**config.mk**
```make
export PLATFORM = sky130hd
export DESIGN_NAME = auth_tx_flat
export DESIGN_NICKNAME = d
export VERILOG_FILES = /design/src/rtl/auth_tx_if.sv /design/src/rtl/auth_tx.sv /design/src/flat_wrapper.sv
export SDC_FILE = /design/constraint.sdc
export NUM_CORES = 1
export LEC_CHECK = 0
export BUFFER_PORTS_ARGS = -buffer_cell sky130_fd_sc_hd__buf_4
export CELL_PAD_IN_SITES_DETAIL_PLACEMENT = 0
export CELL_PAD_IN_SITES_GLOBAL_PLACEMENT = 1
export CORE_ASPECT_RATIO = 2
export CORE_MARGIN = 2
export CORE_UTILIZATION = 49
export DETAILED_ROUTE_END_ITERATION = 6
export PLACE_DENSITY_LB_ADDON = 0.3
export SETUP_SLACK_MARGIN = 0.15
export SYNTH_ARGS = -nofsm -noshare
export SYNTH_HDL_FRONTEND = slang
export SYNTH_SLANG_ARGS = --single-unit
```
**constraint.sdc**
```tcl
create_clock -name clk -period 4.1 [get_ports clk]
set_clock_uncertainty 0.05 [all_clocks]
set_input_delay 0.41 -clock clk [delete_from_list [all_inputs] [get_ports clk]]
set_output_delay 0.41 -clock clk [all_outputs]
set_load 0.005 [all_outputs]
```
**src/rtl/auth_tx_if.sv**
```systemverilog
// Request/status bundle between a command source and the authentication UART transmitter.
interface auth_tx_if;
    logic go;
    logic stop;
    logic TX;
    logic busy;
    logic pending;
    logic tx_done;
    logic pwr_req;

    modport master (output go, stop, input TX, busy, pending, tx_done, pwr_req);
    modport slave  (input go, stop, output TX, busy, pending, tx_done, pwr_req);
endinterface

```
**src/rtl/auth_tx.sv**
```systemverilog
// Serializes 'g'/'s' authentication commands as 8N1 UART frames, with one
// pending slot for back-to-back frames and a tracked far-end power request.
module auth_tx #(
    parameter int BAUD_DIV = 2604
) (
    input  logic      clk,
    input  logic      rst,
    auth_tx_if.slave  bus
);

    typedef enum logic [1:0] {IDLE, START, DATA, STOP} state_t;

    localparam int              BW        = (BAUD_DIV > 1) ? $clog2(BAUD_DIV) : 1;
    localparam logic [BW-1:0]   BAUD_LAST = BW'(BAUD_DIV - 1);
    localparam logic [7:0]      CMD_G     = 8'h67;
    localparam logic [7:0]      CMD_S     = 8'h73;

    state_t          state_q, state_d;
    logic [BW-1:0]   baud_q, baud_d;
    logic [2:0]      bit_q, bit_d;
    logic [7:0]      shift_q, shift_d;
    logic            cmd_g_q, cmd_g_d;
    logic            pend_q, pend_d;
    logic            pend_g_q, pend_g_d;
    logic            tx_done_q, tx_done_d;
    logic            pwr_q, pwr_d;

    logic req, req_g, bit_end, next_g;

    // stop outranks go whenever both are seen in one cycle
    assign req     = bus.go | bus.stop;
    assign req_g   = bus.go & ~bus.stop;
    assign bit_end = (baud_q == BAUD_LAST);
    assign next_g  = req ? req_g : pend_g_q;

    always_ff @(posedge clk) begin
        if (rst) begin
            state_q   <= IDLE;
            baud_q    <= '0;
            bit_q     <= '0;
            shift_q   <= '0;
            cmd_g_q   <= 1'b0;
            pend_q    <= 1'b0;
            pend_g_q  <= 1'b0;
            tx_done_q <= 1'b0;
            pwr_q     <= 1'b0;
        end else begin
            state_q   <= state_d;
            baud_q    <= baud_d;
            bit_q     <= bit_d;
            shift_q   <= shift_d;
            cmd_g_q   <= cmd_g_d;
            pend_q    <= pend_d;
            pend_g_q  <= pend_g_d;
            tx_done_q <= tx_done_d;
            pwr_q     <= pwr_d;
        end
    end

    always_comb begin
        state_d   = state_q;
        baud_d    = (state_q == IDLE || bit_end) ? '0 : baud_q + BW'(1);
        bit_d     = bit_q;
        shift_d   = shift_q;
        cmd_g_d   = cmd_g_q;
        pend_d    = pend_q;
        pend_g_d  = pend_g_q;
        tx_done_d = 1'b0;
        pwr_d     = pwr_q;

        // last request wins the single pending slot while a frame is running
        if (state_q != IDLE && req) begin
            pend_d   = 1'b1;
            pend_g_d = req_g;
        end

        unique case (state_q)
            IDLE: begin
                if (req) begin
                    state_d = START;
                    shift_d = req_g ? CMD_G : CMD_S;
                    cmd_g_d = req_g;
                end
            end
            START: begin
                if (bit_end) begin
                    state_d = DATA;
                    bit_d   = '0;
                end
            end
            DATA: begin
                if (bit_end) begin
                    shift_d = {1'b0, shift_q[7:1]};
                    bit_d   = bit_q + 3'd1;
                    if (bit_q == 3'd7) state_d = STOP;
                end
            end
            STOP: begin
                if (bit_end) begin
                    pwr_d     = cmd_g_q;
                    tx_done_d = 1'b1;
                    // a request arriving on the final stop cycle chains directly
                    if (pend_q || req) begin
                        state_d = START;
                        shift_d = next_g ? CMD_G : CMD_S;
                        cmd_g_d = next_g;
                        pend_d  = 1'b0;
                    end else begin
                        state_d = IDLE;
                    end
                end
            end
            default: state_d = IDLE;
        endcase
    end

    always_comb begin
        bus.busy    = (state_q != IDLE);
        bus.pending = pend_q;
        bus.tx_done = tx_done_q;
        bus.pwr_req = pwr_q;
        unique case (state_q)
            START:   bus.TX = 1'b0;
            DATA:    bus.TX = shift_q[0];
            default: bus.TX = 1'b1;
        endcase
    end

endmodule

```
**src/flat_wrapper.sv**
```systemverilog
// flat-port wrapper written by rule: the top's interface ports become plain ports
module auth_tx_flat 
#(
    parameter int BAUD_DIV = 2604
)
  (clk, rst, bus_go, bus_stop, bus_TX, bus_busy, bus_pending, bus_tx_done, bus_pwr_req);
  auth_tx_if bus_i ();
  input  logic clk;
  input  logic rst;
  input wire logic [$bits(bus_i.go)-1:0] bus_go;
  input wire logic [$bits(bus_i.stop)-1:0] bus_stop;
  output wire logic [$bits(bus_i.TX)-1:0] bus_TX;
  output wire logic [$bits(bus_i.busy)-1:0] bus_busy;
  output wire logic [$bits(bus_i.pending)-1:0] bus_pending;
  output wire logic [$bits(bus_i.tx_done)-1:0] bus_tx_done;
  output wire logic [$bits(bus_i.pwr_req)-1:0] bus_pwr_req;
  assign bus_i.go = bus_go;
  assign bus_i.stop = bus_stop;
  assign bus_TX = bus_i.TX;
  assign bus_busy = bus_i.busy;
  assign bus_pending = bus_i.pending;
  assign bus_tx_done = bus_i.tx_done;
  assign bus_pwr_req = bus_i.pwr_req;
  auth_tx #(.BAUD_DIV(BAUD_DIV)) u_core (.clk(clk), .rst(rst), .bus(bus_i));
endmodule
```
After elaboration in Yosys (flattened, before gate mapping)
Index checks and enable logic that the tools add are counted.
{"block": "classes", "n_addsub": 2, "n_eq_ne": 11, "muxes": 28, "bitwise": 4, "reduce_logical": 15}
{"op": "$mux 8", "count": 4}
{"op": "$pmux 8 s3", "count": 1}
{"op": "$add 12x1->12 const B", "count": 1}
{"op": "$eq 12x12->1 const B", "count": 1}
{"op": "$ne 2x1->1 const B", "count": 6}
{"op": "$mux 1", "count": 10}
{"op": "$mux 2", "count": 5}
{"op": "$mux 5", "count": 2}
{"op": "$reduce_and 5->1", "count": 2}
{"op": "$pmux 2 s4", "count": 1}
{"op": "$mux 3", "count": 2}
{"op": "$pmux 3 s2", "count": 1}
{"op": "$reduce_bool 2->1", "count": 3}
{"op": "$eq 2x2->1 const B", "count": 2}
{"op": "$pmux 1 s2", "count": 2}
{"op": "$reduce_and 4->1", "count": 1}
{"op": "$reduce_or 2->1", "count": 2}
{"op": "$add 3x1->3 const B", "count": 1}
{"op": "$eq 3x3->1 const B", "count": 1}
{"op": "$reduce_and 3->1", "count": 1}
{"op": "$reduce_bool 3->1", "count": 1}
{"op": "$eq 2x1->1 const B", "count": 1}
{"op": "$logic_not 2->1", "count": 1}
{"op": "$logic_or 1x1->1", "count": 2}
{"op": "other kinds (5)", "count": 6}
{"block": "totals", "register_bits": 30, "output_inout_bits": 5, "word_cells": 69}

Logic depth before layout (Yosys ltp)
{"block": "logic_depth", "depth_word": 7, "ltp_mapped": 7, "depth_no_buf": 6}

Least setup slack after synthesis
Ideal clock, no wire load.
{"block": "synth_path", "kind": "reg-to-reg", "start": "register u_core.state_q[1]", "end": "register u_core.shift_q[0]", "setup_time_ps": 119, "arrival_ps": 1850, "slack_ps": 2081, "stages_incl_launch_ff": 7, "n_path_buf": 1, "path_cell_list": "dfxtp_1 > ha_1 > or4b_4 > a41o_1 > and2_4 > buf_6 > o221a_1"}
{"block": "synth_between", "elab_chain_cells": 3, "word_cells_on_any_way": 10}
{"item": "from (decl)", "line": "auth_tx.sv:18", "rtl": "state_t state_q, state_d;"}
{"item": "from (signal assigned)", "line": "auth_tx.sv:48", "rtl": "state_q <= state_d;"}
{"item": "$eq 2x2->1 or $logic_not 2->1 (tied branches)", "line": "auth_tx.sv:77", "rtl": "unique case (state_q)"}
{"item": "$ne 2x1->1 (no source line) or $reduce_bool 3->1 (tied branches)"}
{"item": "$reduce_and 5->1 (no source line)"}
{"item": "to (signal assigned)", "line": "auth_tx.sv:51", "rtl": "shift_q <= shift_d;"}
{"item": "to (decl)", "line": "auth_tx.sv:21", "rtl": "logic [7:0] shift_q, shift_d;"}
Several ways; a longest one is shown, not always the timed one.
A chain may end at the register's enable or synchronous reset.

Worst setup path in the final report
Ends and elaborated chain as after synthesis.

==> flow_summary.html <==
<table>
<tr><th>Metric</th><th>Value</th></tr>
<tr><th colspan="2">Outcome</th></tr>
<tr><td>Result of the run</td><td>complete, no violations</td></tr>
<tr><th colspan="2">Synthesis</th></tr>
<tr><td>Synthesis warning total</td><td>0</td></tr>
<tr><td>Post-Synthesis Net Count</td><td>182</td></tr>
<tr><td>Synth Area per Inst</td><td>slightly below 9 sq um</td></tr>
<tr><td>Gate Count Post-Synth</td><td>roughly 170</td></tr>
<tr><td>Combined area of all synthesized cells</td><td>between 0.0015 and 0.002 sq mm</td></tr>
<tr><td>Number of different library cells in the post-synthesis netlist</td><td>45</td></tr>
<tr><td>Synthesized flop and latch total</td><td>29</td></tr>
<tr><td>Dominant register cell in the synthesized netlist</td><td>dfxtp_1</td></tr>
<tr><td>Post-synthesis sequential area ratio</td><td>around two fifths</td></tr>
<tr><td>Fraction of registers with async set/reset</td><td>0%</td></tr>
<tr><td>EDFF count, synth</td><td>0</td></tr>
<tr><th colspan="2">Critical path</th></tr>
<tr><td>Combined buffer and inverter count along the critical path</td><td>0</td></tr>
<tr><td>Cell with the largest stage delay on the worst path</td><td>or4b_4</td></tr>
<tr><td>CP startpoint kind</td><td>flop</td></tr>
<tr><td>CP top delay family</td><td>simple AND/OR/NAND/NOR gates</td></tr>
<tr><td>R2r worst-path depth</td><td>5</td></tr>
<tr><td>Critical Path Stages</td><td>5</td></tr>
<tr><td>Launch instance of the worst register-to-register path</td><td>u_core.state_q[1]$_SDFFE_PP0P_</td></tr>
<tr><td>Crit path capture type</td><td>flop</td></tr>
<tr><td>Cells traversed along the worst timing path</td><td>ha_1, or4b_4, a41o_1, and2_4, o221a_1</td></tr>
<tr><td>Capture instance of the worst register-to-register path</td><td>u_core.shift_q[0]$_SDFFE_PP0P_</td></tr>
<tr><td>CP Capture Point</td><td>u_core.shift_q[0]$_SDFFE_PP0P_</td></tr>
<tr><td>Arrival time at the worst endpoint</td><td>around 2.5 ns</td></tr>
<tr><td>Reg-to-reg slack, setup</td><td>about 1.7 ns</td></tr>
<tr><td>Critical path peak fanout</td><td>14</td></tr>
<tr><td>Startpoint of the worst setup timing path</td><td>u_core.state_q[1]$_SDFFE_PP0P_</td></tr>
<tr><td>Largest stage delay, worst path</td><td>0.54 ns</td></tr>
<tr><td>Worst setup path class</td><td>reg2reg</td></tr>
<tr><td>Required @ worst endpoint</td><td>~4.2 ns</td></tr>
<tr><th colspan="2">Clocking</th></tr>
<tr><td>Number of hold buffers added after CTS</td><td>0</td></tr>
<tr><td>TritonCTS clock tree</td><td>done</td></tr>
<tr><td>Post-CTS setup repair buffer count</td><td>0</td></tr>
<tr><td>Clock Path Buffers</td><td>2</td></tr>
<tr><td>Maximum level of the CTS H-tree</td><td>2</td></tr>
<tr><td>Clock Sink Count</td><td>29</td></tr>
<tr><td>Total clock buffers created by CTS</td><td>5</td></tr>
<tr><td>Root buf cell</td><td>clkbuf_8</td></tr>
<tr><td>Worst-path clk slew</td><td>approximately 0.060 ns</td></tr>
<tr><td>Clock latency on the worst-skew pair</td><td>0.29 ns</td></tr>
<tr><td>CTS-repair resized insts</td><td>0</td></tr>
<tr><th colspan="2">Floorplanning</th></tr>
<tr><td>Initial Utilization</td><td>51.2%</td></tr>
<tr><td>Core box area</td><td>just under 0.003 sq mm</td></tr>
<tr><td>Die Area</td><td>0.00356 sq mm</td></tr>
<tr><td>Number of ports placed on the die boundary</td><td>9</td></tr>
<tr><td>Chip height</td><td>just over 80 um</td></tr>
<tr><td>Horizontal extent of the die</td><td>between 40 and 50 um</td></tr>
<tr><td>Row count</td><td>28</td></tr>
<tr><th colspan="2">Global route</th></tr>
<tr><td>Met2 capacity usage during global routing</td><td>between 40% and 50%</td></tr>
<tr><td>Global-route track usage on met1</td><td>between 10% and 20%</td></tr>
<tr><td>Global Route Usage Sum</td><td>between 20 and 25%</td></tr>
<tr><td>Overflow left after global routing</td><td>0</td></tr>
<tr><td>First-pass GRT wire length</td><td>5590 um</td></tr>
<tr><td>Met3 Usage GRT</td><td>3.91%</td></tr>
<tr><td>GRT Max-Usage Layer</td><td>met2</td></tr>
<tr><td>Number of antenna violations at the first check in global routing</td><td>0</td></tr>
<tr><td>Via count of the first global-routing pass</td><td>between 1000 and 1500</td></tr>
<tr><td>Pin count of the biggest net entering global routing</td><td>18</td></tr>
<tr><th colspan="2">Placement</th></tr>
<tr><td>I/O Buffers</td><td>8</td></tr>
<tr><td>Final HPWL DP</td><td>approximately 2500 um</td></tr>
<tr><td>Pre-CTS WS</td><td>roughly 1.8 ns</td></tr>
<tr><td>Final weighted congestion of routability-driven global placement</td><td>slightly above 0.8</td></tr>
<tr><th colspan="2">Layout</th></tr>
<tr><td>Commonest non-fill, non-tap cells in the layout</td><td>29 x dfxtp_1, 19 x nor2_1, 12 x a21oi_1</td></tr>
<tr><td>Fraction of final layout cells sized beyond drive strength 1</td><td>a little under an eighth</td></tr>
<tr><td>Fillers</td><td>roughly 300</td></tr>
<tr><td>Count of antenna diodes in the layout</td><td>0</td></tr>
<tr><td>Multi-input combinational cell area</td><td>approximately 860 sq um</td></tr>
<tr><td>Final nets</td><td>190</td></tr>
<tr><td>Area growth syn-to-layout</td><td>9.47%</td></tr>
<tr><td>Sequential cell area</td><td>about 580 sq um</td></tr>
<tr><td>Most common cell after layout, fill and taps aside</td><td>dfxtp_1</td></tr>
<tr><th colspan="2">Power and ir drop</th></tr>
<tr><td>Pwr dens</td><td>597 mW/mm^2</td></tr>
<tr><td>Fraction of power consumed by the clock network</td><td>a little under a quarter</td></tr>
<tr><td>Sequential share of power</td><td>37.6%</td></tr>
<tr><td>Static power due to leakage</td><td>0.609 nW</td></tr>
<tr><td>Switching Share</td><td>a little under two fifths</td></tr>
<tr><td>Internal Pwr Total</td><td>between 600 and 700 uW</td></tr>
<tr><td>Combinational cell fraction of total power</td><td>39.9%</td></tr>
<tr><td>Peak supply drop</td><td>between 0.0002 and 0.0003 V</td></tr>
<tr><td>P_sw</td><td>roughly 370 uW</td></tr>
<tr><th colspan="2">Drt</th></tr>
<tr><td>Total number of vias</td><td>1296</td></tr>
<tr><td>Final wirelength</td><td>~3300 um</td></tr>
<tr><td>Post-detailed-route DRC marker count</td><td>0</td></tr>
<tr><td>Iter 0 DRT Violations</td><td>39</td></tr>
<tr><td>Antenna violation net count after detailed routing</td><td>0</td></tr>
<tr><td>Routed wire per std cell</td><td>~16 um</td></tr>
<tr><td>Number of detailed-routing iterations run before antenna repair</td><td>4</td></tr>
<tr><td>Vias per std cell</td><td>about 6.2</td></tr>
<tr><th colspan="2">STA</th></tr>
<tr><td>Highest attainable clock frequency</td><td>423 MHz</td></tr>
<tr><td>Worst slew margin relative to its limit</td><td>a little over half</td></tr>
<tr><td>Setup violations, final</td><td>0</td></tr>
<tr><td>Final Critical Period</td><td>roughly 2.4 ns</td></tr>
<tr><td>Endpoints failing hold</td><td>0</td></tr>
<tr><td>Final Cycle Share</td><td>57.7%</td></tr>
<tr><td>Least-Margin Pin Slew</td><td>approximately 0.68 ns</td></tr>
<tr><td>Final Max Tran Viols</td><td>0</td></tr>
<tr><td>Setup repair after global routing missed its margin</td><td>false</td></tr>
<tr><td>Sum of negative setup slack</td><td>0 ns</td></tr>
<tr><td>Worst setup margin</td><td>roughly 1.7 ns</td></tr>
<tr><th colspan="2">Job</th></tr>
<tr><td>Max Cap Violations</td><td>0</td></tr>
<tr><th colspan="2">Min path</th></tr>
<tr><td>Hold crit path type</td><td>in2reg</td></tr>
</table>
power by group through the flow:
stage | Sequential (mW) | Clock, mW | Combinational (mW)
floorplan | 0.364 | 0 | 0.313
global placement | 0.374 | 0 | 0.376
detailed placement | 0.376 | 0 | 0.392
CTS | 0.370 | 0.230 | 0.396
global route | 0.375 | 0.240 | 0.436
finish | 0.370 | 0.222 | 0.392
final cells by class:
cell class / instances / area share (%)
clock buffer: 8 / 4.86
inverter: 9 / 2.05
multi-input combinational: 124 / 52.0
sequential: 29 / 35.2
tap: 30 / 2.28
timing repair buffer: 8 / 3.64
worst min path at each step:
stage                                      startpoint                            to  slack, ns  depth (start not counted)
after floorplan           u_core.baud_q[0]$_SDFF_PP0_   u_core.baud_q[0]$_SDFF_PP0_       0.36                          1
after global placement    u_core.baud_q[0]$_SDFF_PP0_   u_core.baud_q[0]$_SDFF_PP0_       0.37                          1
after detailed placement  u_core.baud_q[0]$_SDFF_PP0_   u_core.baud_q[0]$_SDFF_PP0_       0.40                          1
after CTS                                    bus_stop  u_core.pend_g_q$_SDFFE_PP0P_       0.31                          2
after global routing                         bus_stop  u_core.pend_g_q$_SDFFE_PP0P_       0.33                          2
final                                        bus_stop  u_core.pend_g_q$_SDFFE_PP0P_       0.32                          2
registers in the layout, indices dropped and copies added (netlist names):
signal	count
u_core.cmd_g_q	1
u_core.pend_g_q	1
u_core.state_q	2
u_core.shift_q	7
u_core.bus.pwr_req	1
u_core.bit_q	3
u_core.bus.pending	1
u_core.baud_q	12
u_core.bus.tx_done	1
synthesized netlist by cell type, types with 2 or more instances:
library cell  instances  share of area (%)
or3_1                 2               0.83
and2_1                2               0.83
nand4_1               7                2.9
xor2_1                5                2.9
nand2_1               6                1.5
a31oi_1               3                1.2
a21oi_1              12                4.0
ha_1                  9                7.5
and3_1                3                1.2
clkbuf_1              4                1.0
nand3_1               5                1.7
dfxtp_1              29                 39
mux2i_1               2                1.3
nor2_1               19                4.7
o31ai_1               2                1.0
o21ai_0               5                1.7
inv_1                 9                2.2
o221a_1               3                2.2
a211oi_1              2                1.0
nor3b_1               2                1.0
xnor2_1               4                2.3
nor3_1                8                2.7
nor2b_1               2               0.83
a211oi_2              3                2.5
metal layers:
metal  part of all wire [%]  up-vias
met1                     35      638
met3                    2.3        7
met5                      0        -
li1                       -      630
met4                    3.3        0
met2                     59       21
cell families (layout without fill, tap and decap cells):
logic type,Yosys count,in the layout,synth area share (%)
simple gates,64,64,23.3
compound gates,39,39,18.9
flops,29,29,38.5
buf+inv,16,25,4.57
fa+ha+maj,9,9,7.48
xor+xnor,9,9,5.23
mux,3,3,2.08
stage by stage:
step                      util, %  cells  hold WS [ns]  power [mW]  instance area, sq um
final                        56.0    208         0.319       0.984                  1650
after global routing         56.0    208         0.329        1.05                  1650
after CTS                    56.0    208         0.315       0.996                  1650
after detailed placement     53.3    200         0.405       0.768                  1570
after global placement       53.3    200         0.374       0.750                  1570
after floorplan                 -    169         0.363       0.677                  1510
Power figures use the tool's default switching activity.
